File: src/rtl/glb_wght_rd_arbiter.sv
// glb_wght_rd_arbiter: round-robin burst arbiter sharing the weight-GLB read port among router clients
module glb_wght_rd_arbiter #(
   parameter int NUM_CLIENTS       = 4,
   parameter int DATA_BITWIDTH     = 16,
   parameter int ADDR_BITWIDTH_GLB = 10,
   parameter int BURST_LEN         = 9
) (
   input  logic                                      clk,
   input  logic                                      reset,
   input  logic [NUM_CLIENTS-1:0]                    cl_req,
   input  logic [NUM_CLIENTS*ADDR_BITWIDTH_GLB-1:0]  cl_addr,
   output logic [NUM_CLIENTS-1:0]                    cl_gnt,
   output logic [DATA_BITWIDTH-1:0]                  cl_rdata,
   output logic [NUM_CLIENTS-1:0]                    cl_rvalid,
   output logic [ADDR_BITWIDTH_GLB-1:0]              r_addr_glb_wght,
   output logic                                      read_req_glb_wght,
   input  logic [DATA_BITWIDTH-1:0]                  r_data_glb_wght,
   output logic                                      busy
);
   localparam int IW = (NUM_CLIENTS > 1) ? $clog2(NUM_CLIENTS) : 1;
   typedef enum logic {IDLE, GRANT} state_t;
   state_t                 state_q, state_d;
   logic [IW-1:0]          sel_q, sel_d, rr_ptr_q, rr_ptr_d, pick, idx, next_sel;
   logic [7:0]             beat_cnt_q, beat_cnt_d;
   logic [NUM_CLIENTS-1:0] gnt_q, gnt_d, rvalid_q, rvalid_d;
   logic                   found, last_beat;
   assign read_req_glb_wght = (state_q == GRANT) && cl_req[sel_q];
   assign r_addr_glb_wght   = read_req_glb_wght ? cl_addr[sel_q*ADDR_BITWIDTH_GLB +: ADDR_BITWIDTH_GLB] : '0;
   assign last_beat         = beat_cnt_q == 8'(BURST_LEN - 1);
   assign next_sel          = IW'((int'(sel_q) + 1) % NUM_CLIENTS);
   assign cl_gnt            = gnt_q;
   assign cl_rvalid         = rvalid_q;
   assign cl_rdata          = r_data_glb_wght;
   assign busy              = state_q == GRANT;
   // scan downward so the requester closest to rr_ptr is the last (winning) assignment
   always_comb begin
      pick  = rr_ptr_q;
      idx   = rr_ptr_q;
      found = 1'b0;
      for (int k = NUM_CLIENTS - 1; k >= 0; k--) begin
         idx = IW'((int'(rr_ptr_q) + k) % NUM_CLIENTS);
         if (cl_req[idx]) begin
            pick  = idx;
            found = 1'b1;
         end
      end
   end
   // arbitration, burst counting and release back to IDLE
   always_comb begin
      state_d    = state_q;
      sel_d      = sel_q;
      rr_ptr_d   = rr_ptr_q;
      beat_cnt_d = beat_cnt_q;
      gnt_d      = gnt_q;
      rvalid_d   = read_req_glb_wght ? NUM_CLIENTS'(1) << sel_q : '0;
      if (state_q == IDLE) begin
         if (found) begin
            state_d    = GRANT;
            sel_d      = pick;
            gnt_d      = NUM_CLIENTS'(1) << pick;
            beat_cnt_d = '0;
         end
      end else if (read_req_glb_wght && !last_beat) begin
         beat_cnt_d = beat_cnt_q + 8'd1;
      end else begin
         state_d  = IDLE;
         gnt_d    = '0;
         rr_ptr_d = next_sel;
      end
   end
   // state registers with asynchronous clear
   always_ff @(posedge clk or posedge reset) begin
      if (reset) begin
         state_q    <= IDLE;
         sel_q      <= '0;
         rr_ptr_q   <= '0;
         beat_cnt_q <= '0;
         gnt_q      <= '0;
         rvalid_q   <= '0;
      end else begin
         state_q    <= state_d;
         sel_q      <= sel_d;
         rr_ptr_q   <= rr_ptr_d;
         beat_cnt_q <= beat_cnt_d;
         gnt_q      <= gnt_d;
         rvalid_q   <= rvalid_d;
      end
   end
endmodule

File: config.mk
export PLATFORM = sky130hd
export DESIGN_NAME = glb_wght_rd_arbiter
export DESIGN_NICKNAME = d
export VERILOG_FILES = /design/src/rtl/glb_wght_rd_arbiter.sv
export SDC_FILE = /design/constraint.sdc
export NUM_CORES = 1
export LEC_CHECK = 0
export BUFFER_PORTS_ARGS = -buffer_cell sky130_fd_sc_hd__buf_2
export CAP_MARGIN = 10
export CORE_MARGIN = 4
export CORE_UTILIZATION = 45
export CTS_BUF_LIST = sky130_fd_sc_hd__clkbuf_16
export CTS_CLUSTER_DIAMETER = 50
export DETAILED_ROUTE_END_ITERATION = 10
export GPL_TIMING_DRIVEN = 0
export PLACE_DENSITY = 0.88
export SLEW_MARGIN = 20
export SYNTH_ARGS = -nofsm -noshare
export SYNTH_HDL_FRONTEND = slang
export SYNTH_SLANG_ARGS = --single-unit
File: constraint.sdc
create_clock -name clk -period 3 [get_ports clk]
set_clock_uncertainty 0.05 [all_clocks]
set_input_delay 0.45 -clock clk [delete_from_list [all_inputs] [get_ports clk]]
set_output_delay 0.45 -clock clk [all_outputs]
set_load 0.005 [all_outputs]
# After elaboration in Yosys (flattened, before gate mapping)
# Cells that the tools add are included.
# op_classes
n_addsub	5
magnitude_cmp	5
n_eq_ne	3
n_mul	1
n_shift	3
n_mux	29
n_bitwise	2
reduce_logical	8
# op_table
cell	count
$shiftx 40x7->10	1
$mux 8	3
$mux 4	4
$lt 2x3->1 const B	5
$mux 1	12
$bmux 1 s2	5
$mux 10	1
$add 8x1->8 const B	1
$eq 8x4->1 const B	1
$mux 2	4
$reduce_and 2->1	4
$shl 1x2->4 const A	2
$mul 2x3->5 const B	1
$add 2x1->2 const B	2
$add 2x2->2 const B	2
$logic_and 1x1->1	2
$ne 2x1->1 const B	1
$ne 2x2->1 const B	1
$not 1->1	2
$reduce_bool 2->1	1
$logic_not 1->1	1
# word_totals
elab_cells	62
register_bits	21

# Depth between registers and ports, before layout
# depth
depth_word	10
depth_mapped	6
mapped_depth_nobuf	6

# Worst setup path before layout
# OpenSTA, ideal clock, no wires.
# synth_path
path_type	register to output
from	register sel_q[0]
to	output port r_addr_glb_wght[1]
t_arrival_ns	1.466
slack_ns	1.034
stages_incl_launch_ff	4
t_required_ns	2.500
cell_sequence	dfrtp_1 -> buf_2 -> mux4_2 -> and3_1
# synth_via
elab_chain_cells	4
elab_cells_between_ends	6
# synth_lines
item	line_no	rtl
start, declared	23	logic [IW-1:0] sel_q, sel_d, rr_ptr_q, rr_ptr_d, pick, idx, next_sel;
start signal, assigned	82	sel_q <= sel_d;
parallel branches: the longest is 3 deep, another holds $mul 2x3->5	n/a	
$mux 10 (*)	28	assign r_addr_glb_wght = read_req_glb_wght ? cl_addr[sel_q*ADDR_BITWIDTH_GLB +: ADDR_BITWIDTH_GLB] : '0;
end, declared	15	output logic [ADDR_BITWIDTH_GLB-1:0] r_addr_glb_wght,
# Mark *: on every way between the ends. The select of a mux whose other input is x is not followed.

# Final worst setup path
# layout_path
from	register sel_q[0]
to	output port r_addr_glb_wght[7]
# Same word-level chain as after synthesis.

==> metrics.md <==
| Metric | Value |
|---|---|
| Max cap viols | `0` |
| Worst setup SP type | `register` |
| CTS Sinks | `21` |
| Synth Net Count | `~210` |
| Max_slew headroom | `45.4%` |
| Share of cells above drive strength 1 | `53.1%` |
| Dominant cells by area after synthesis | `dfrtp_1 (34%), mux4_2 (16%), buf_4 (7.8%)` |
| Clock H-tree levels | `1` |
| Filler cell count | `259` |
| Io pins | `98` |
| Area share of the largest cell type after synthesis | `~34%` |
| Resized Gates After CTS | `0` |
| Vias per std cell | `5.34` |
| Capturing point of the worst reg2reg path | `rr_ptr_q[1]` |
| Die height | `66.5 um` |
| EDFF count, synth | `0` |
| RePlAce Congestion | `around 0.8` |
| Number of synthesized register bits | `21` |
| N_diodes | `0` |
| Chip width | `66.5 um` |
| Fin crit period | `2470 ps` |
| Initial antenna violation count | `0` |
| Syn Area/Cell | `about 11 sq um` |
| Status | `complete, no violations` |
| Main flop type after synthesis | `dfrtp_1` |
| Tot GR Track Use | `18.3%` |
| Drt drc | `0` |
| Total CTS buffers | `3` |
| Synth warn | `0` |
| Sequential fraction of the synthesis area | `34.2%` |
| Pwr per Cell Area | `764 nW/um^2` |
| Vias | `1442` |
| Initial DRC Count | `28` |
| Final Max Slew Viols | `0` |
| Fin crit share | `82.3%` |
| RR Startpoint | `beat_cnt_q[0]` |
| Mapped Area | `1540 sq um` |
| Post-Synthesis Cells | `141` |
| R2R setup slack | `860 ps` |
| CP Max Fanout | `10` |
| Area grow syn2layout | `35.1%` |
| Largest net degree at the start of global routing | `22` |
| Post-CTS Setup Bufs | `0` |
| Crit path kind | `reg2out` |
| Final net count | `295` |
| Total power | `between 0.0015 and 0.002 W` |
| Avg WL per Cell | `approximately 16 um` |
| Final hold vios | `0` |
| WL final | `approximately 4200 um` |
| Total grt overflow | `0` |
| HPWL after DPL | `3400 um` |
| Root buffer cell | `clkbuf_16` |
| Hold Buf Count CTS | `0` |
| Transition time at the pin with the least slew margin | `817 ps` |
| Final-report setup violation count | `0` |
| Critical path capture point type | `output pin` |
| Hold Path Class | `in2async` |
| CTS tree | `built` |
| Worst-Skew Late Latency | `250 ps` |
| R2R depth | `6` |
| First-pass GRT wire length | `6250 um` |
| Number of global-route vias before repair | `1428` |
| First drt pass iteration count | `4` |
| Post-synth top area cell | `dfrtp_1` |
| Die area | `4420 sq um` |
| Worst IR Drop VDD | `521 uV` |
| Worst endpoint required time | `2500 ps` |
| ANT nets after route | `0` |
| Async SR Flop Fraction | `100%` |
| IO buf count | `81` |
| Synth cell types | `37` |
| Core Footprint | `3150 sq um` |
| Starting Density | `between 40 and 50%` |
| Leakage | `1.13 nW` |
| Clock transition at path regs | `~60 ps` |
| Fmax | `around 0.40 GHz` |
| Site Rows | `20` |
| Final TNS setup | `0 ps` |
| RSZ-0062 raised after global routing | `false` |
| Deepest clock path buffer count | `2` |
| Critical Path AT | `1970 ps` |
==> registers in the layout, indices dropped and copies added, names as in the netlist <==
register / cells
rr_ptr_q: 2
beat_cnt_q: 8
busy: 1
cl_gnt: 4
sel_q: 2
cl_rvalid: 4
==> routing by layer <==
metal,up-vias,track usage [%],wire [um]
li1,684,-,-
met1,673,20.5,1650
met2,83,33.6,2040
met3,2,6.91,514
met4,0,2.54,4
met5,-,0,0
==> how the worst max path moves through the flow <==
stage / start / end / depth (start not counted)
after CTS: sel_q[0] / r_addr_glb_wght[3] / 4
final: sel_q[0] / r_addr_glb_wght[7] / 4
after global placement: cl_req[3] / r_addr_glb_wght[3] / 5
after detailed placement: cl_req[3] / r_addr_glb_wght[3] / 5
after floorplan: sel_q[0] / r_addr_glb_wght[1] / 3
after global routing: sel_q[0] / r_addr_glb_wght[4] / 4
==> placed cells by master, fill, tap and decap left out <==
| cell | instances |
|---|---|
| a21o_1 | 1 |
| buf_2 | 83 |
| nand2b_2 | 1 |
| a31o_2 | 1 |
| a211oi_1 | 1 |
| inv_1 | 9 |
| a21oi_1 | 4 |
| buf_4 | 16 |
| o211ai_1 | 3 |
| and3b_1 | 1 |
| and3_1 | 15 |
| clkbuf_16 | 3 |
| a2bb2oi_1 | 1 |
| nor3_1 | 1 |
| nand2_1 | 6 |
| nor4b_4 | 1 |
| nor4b_1 | 1 |
| nor2b_1 | 4 |
| mux2i_1 | 2 |
| a22o_1 | 4 |
| nor2_1 | 4 |
| xor2_1 | 2 |
| buf_1 | 1 |
| dfrtp_1 | 21 |
| and4_1 | 1 |
| clkbuf_1 | 3 |
| and4_2 | 1 |
| or4b_4 | 1 |
| mux2_1 | 2 |
| or4_1 | 1 |
| nand4_1 | 5 |
| a21oi_2 | 1 |
| o21ai_0 | 5 |
| o221a_2 | 1 |
| o221ai_1 | 1 |
| ha_1 | 6 |
| o31ai_1 | 1 |
| mux4_2 | 11 |
==> worst max-delay path: stages, from the launching register on <==
cell      delay [ps]
dfrtp_1          490
mux4_2           640
clkbuf_1         230
and3_1           230
buf_2            120
==> power breakdown <==
group | leakage [nW] | total, W | switching, W | internal [W]
logic | 0.814 | 0.000848 | 0.000420 | 0.000428
registers | 0.275 | 0.000463 | 0.0000913 | 0.000371
clock network | 0.0423 | 0.000275 | 0.0000977 | 0.000177
total | 1.13 | 0.00159 | 0.000609 | 0.000977
==> cell families (layout without fill, tap and decap cells) <==
logic type               after synthesis  in the layout  share of synthesized area (%)
AND/OR/NAND/NOR                       43             43                           18.4
AO/OA/AOI/OAI                         24             24                           11.1
multiplexers                          15             15                           18.9
adder cells (fa/ha/maj)                6              6                           4.88
flip-flops                            21             21                           34.2
buffers and inverters                 30            115                           11.4
XOR/XNOR                               2              2                           1.14
==> cells in the mapped netlist, types with 2 or more instances <==
cell      count
and3_1       15
inv_1         8
buf_4        16
clkbuf_1      3
mux2i_1       2
dfrtp_1      21
a21oi_1       4
ha_1          6
mux2_1        2
o21ai_0       5
nor2_1        4
nor2b_1       4
nand2_1       6
nand4_1       5
xor2_1        2
buf_2         2
o211ai_1      3
mux4_2       11
a22o_1        4
==> metrics by stage <==
| stage | cell area (sq um) | utilization (%) | hold WS [ps] | setup slack [ps] | cells |
|---|---|---|---|---|---|
| 2_1_floorplan | 1540 | - | 377 | 1030 | 141 |
| 3_3_place_gp | 2000 | 63.4 | 434 | 772 | 266 |
| 3_5_place_dp | 2000 | 63.4 | 437 | 765 | 266 |
| 4_1_cts | 2080 | 65.9 | 328 | 511 | 270 |
| 5_1_grt | 2080 | 65.9 | 384 | 430 | 270 |
| 6_report | 2080 | 65.9 | 305 | 530 | 270 |
==> cell type report <==
class	count	area, sq um	area share [%]
Clock buffer	3	75.1	3.61
Tap cell	44	55.1	2.65
Inverter	8	30.0	1.45
Multi-Input combinational cell	90	837	40.3
Buffer	22	145	6.99
Sequential cell	21	526	25.3
Clock inverter	1	3.75	0.181
Timing Repair Buffer	81	405	19.5
Power figures use the tool's default switching activity.
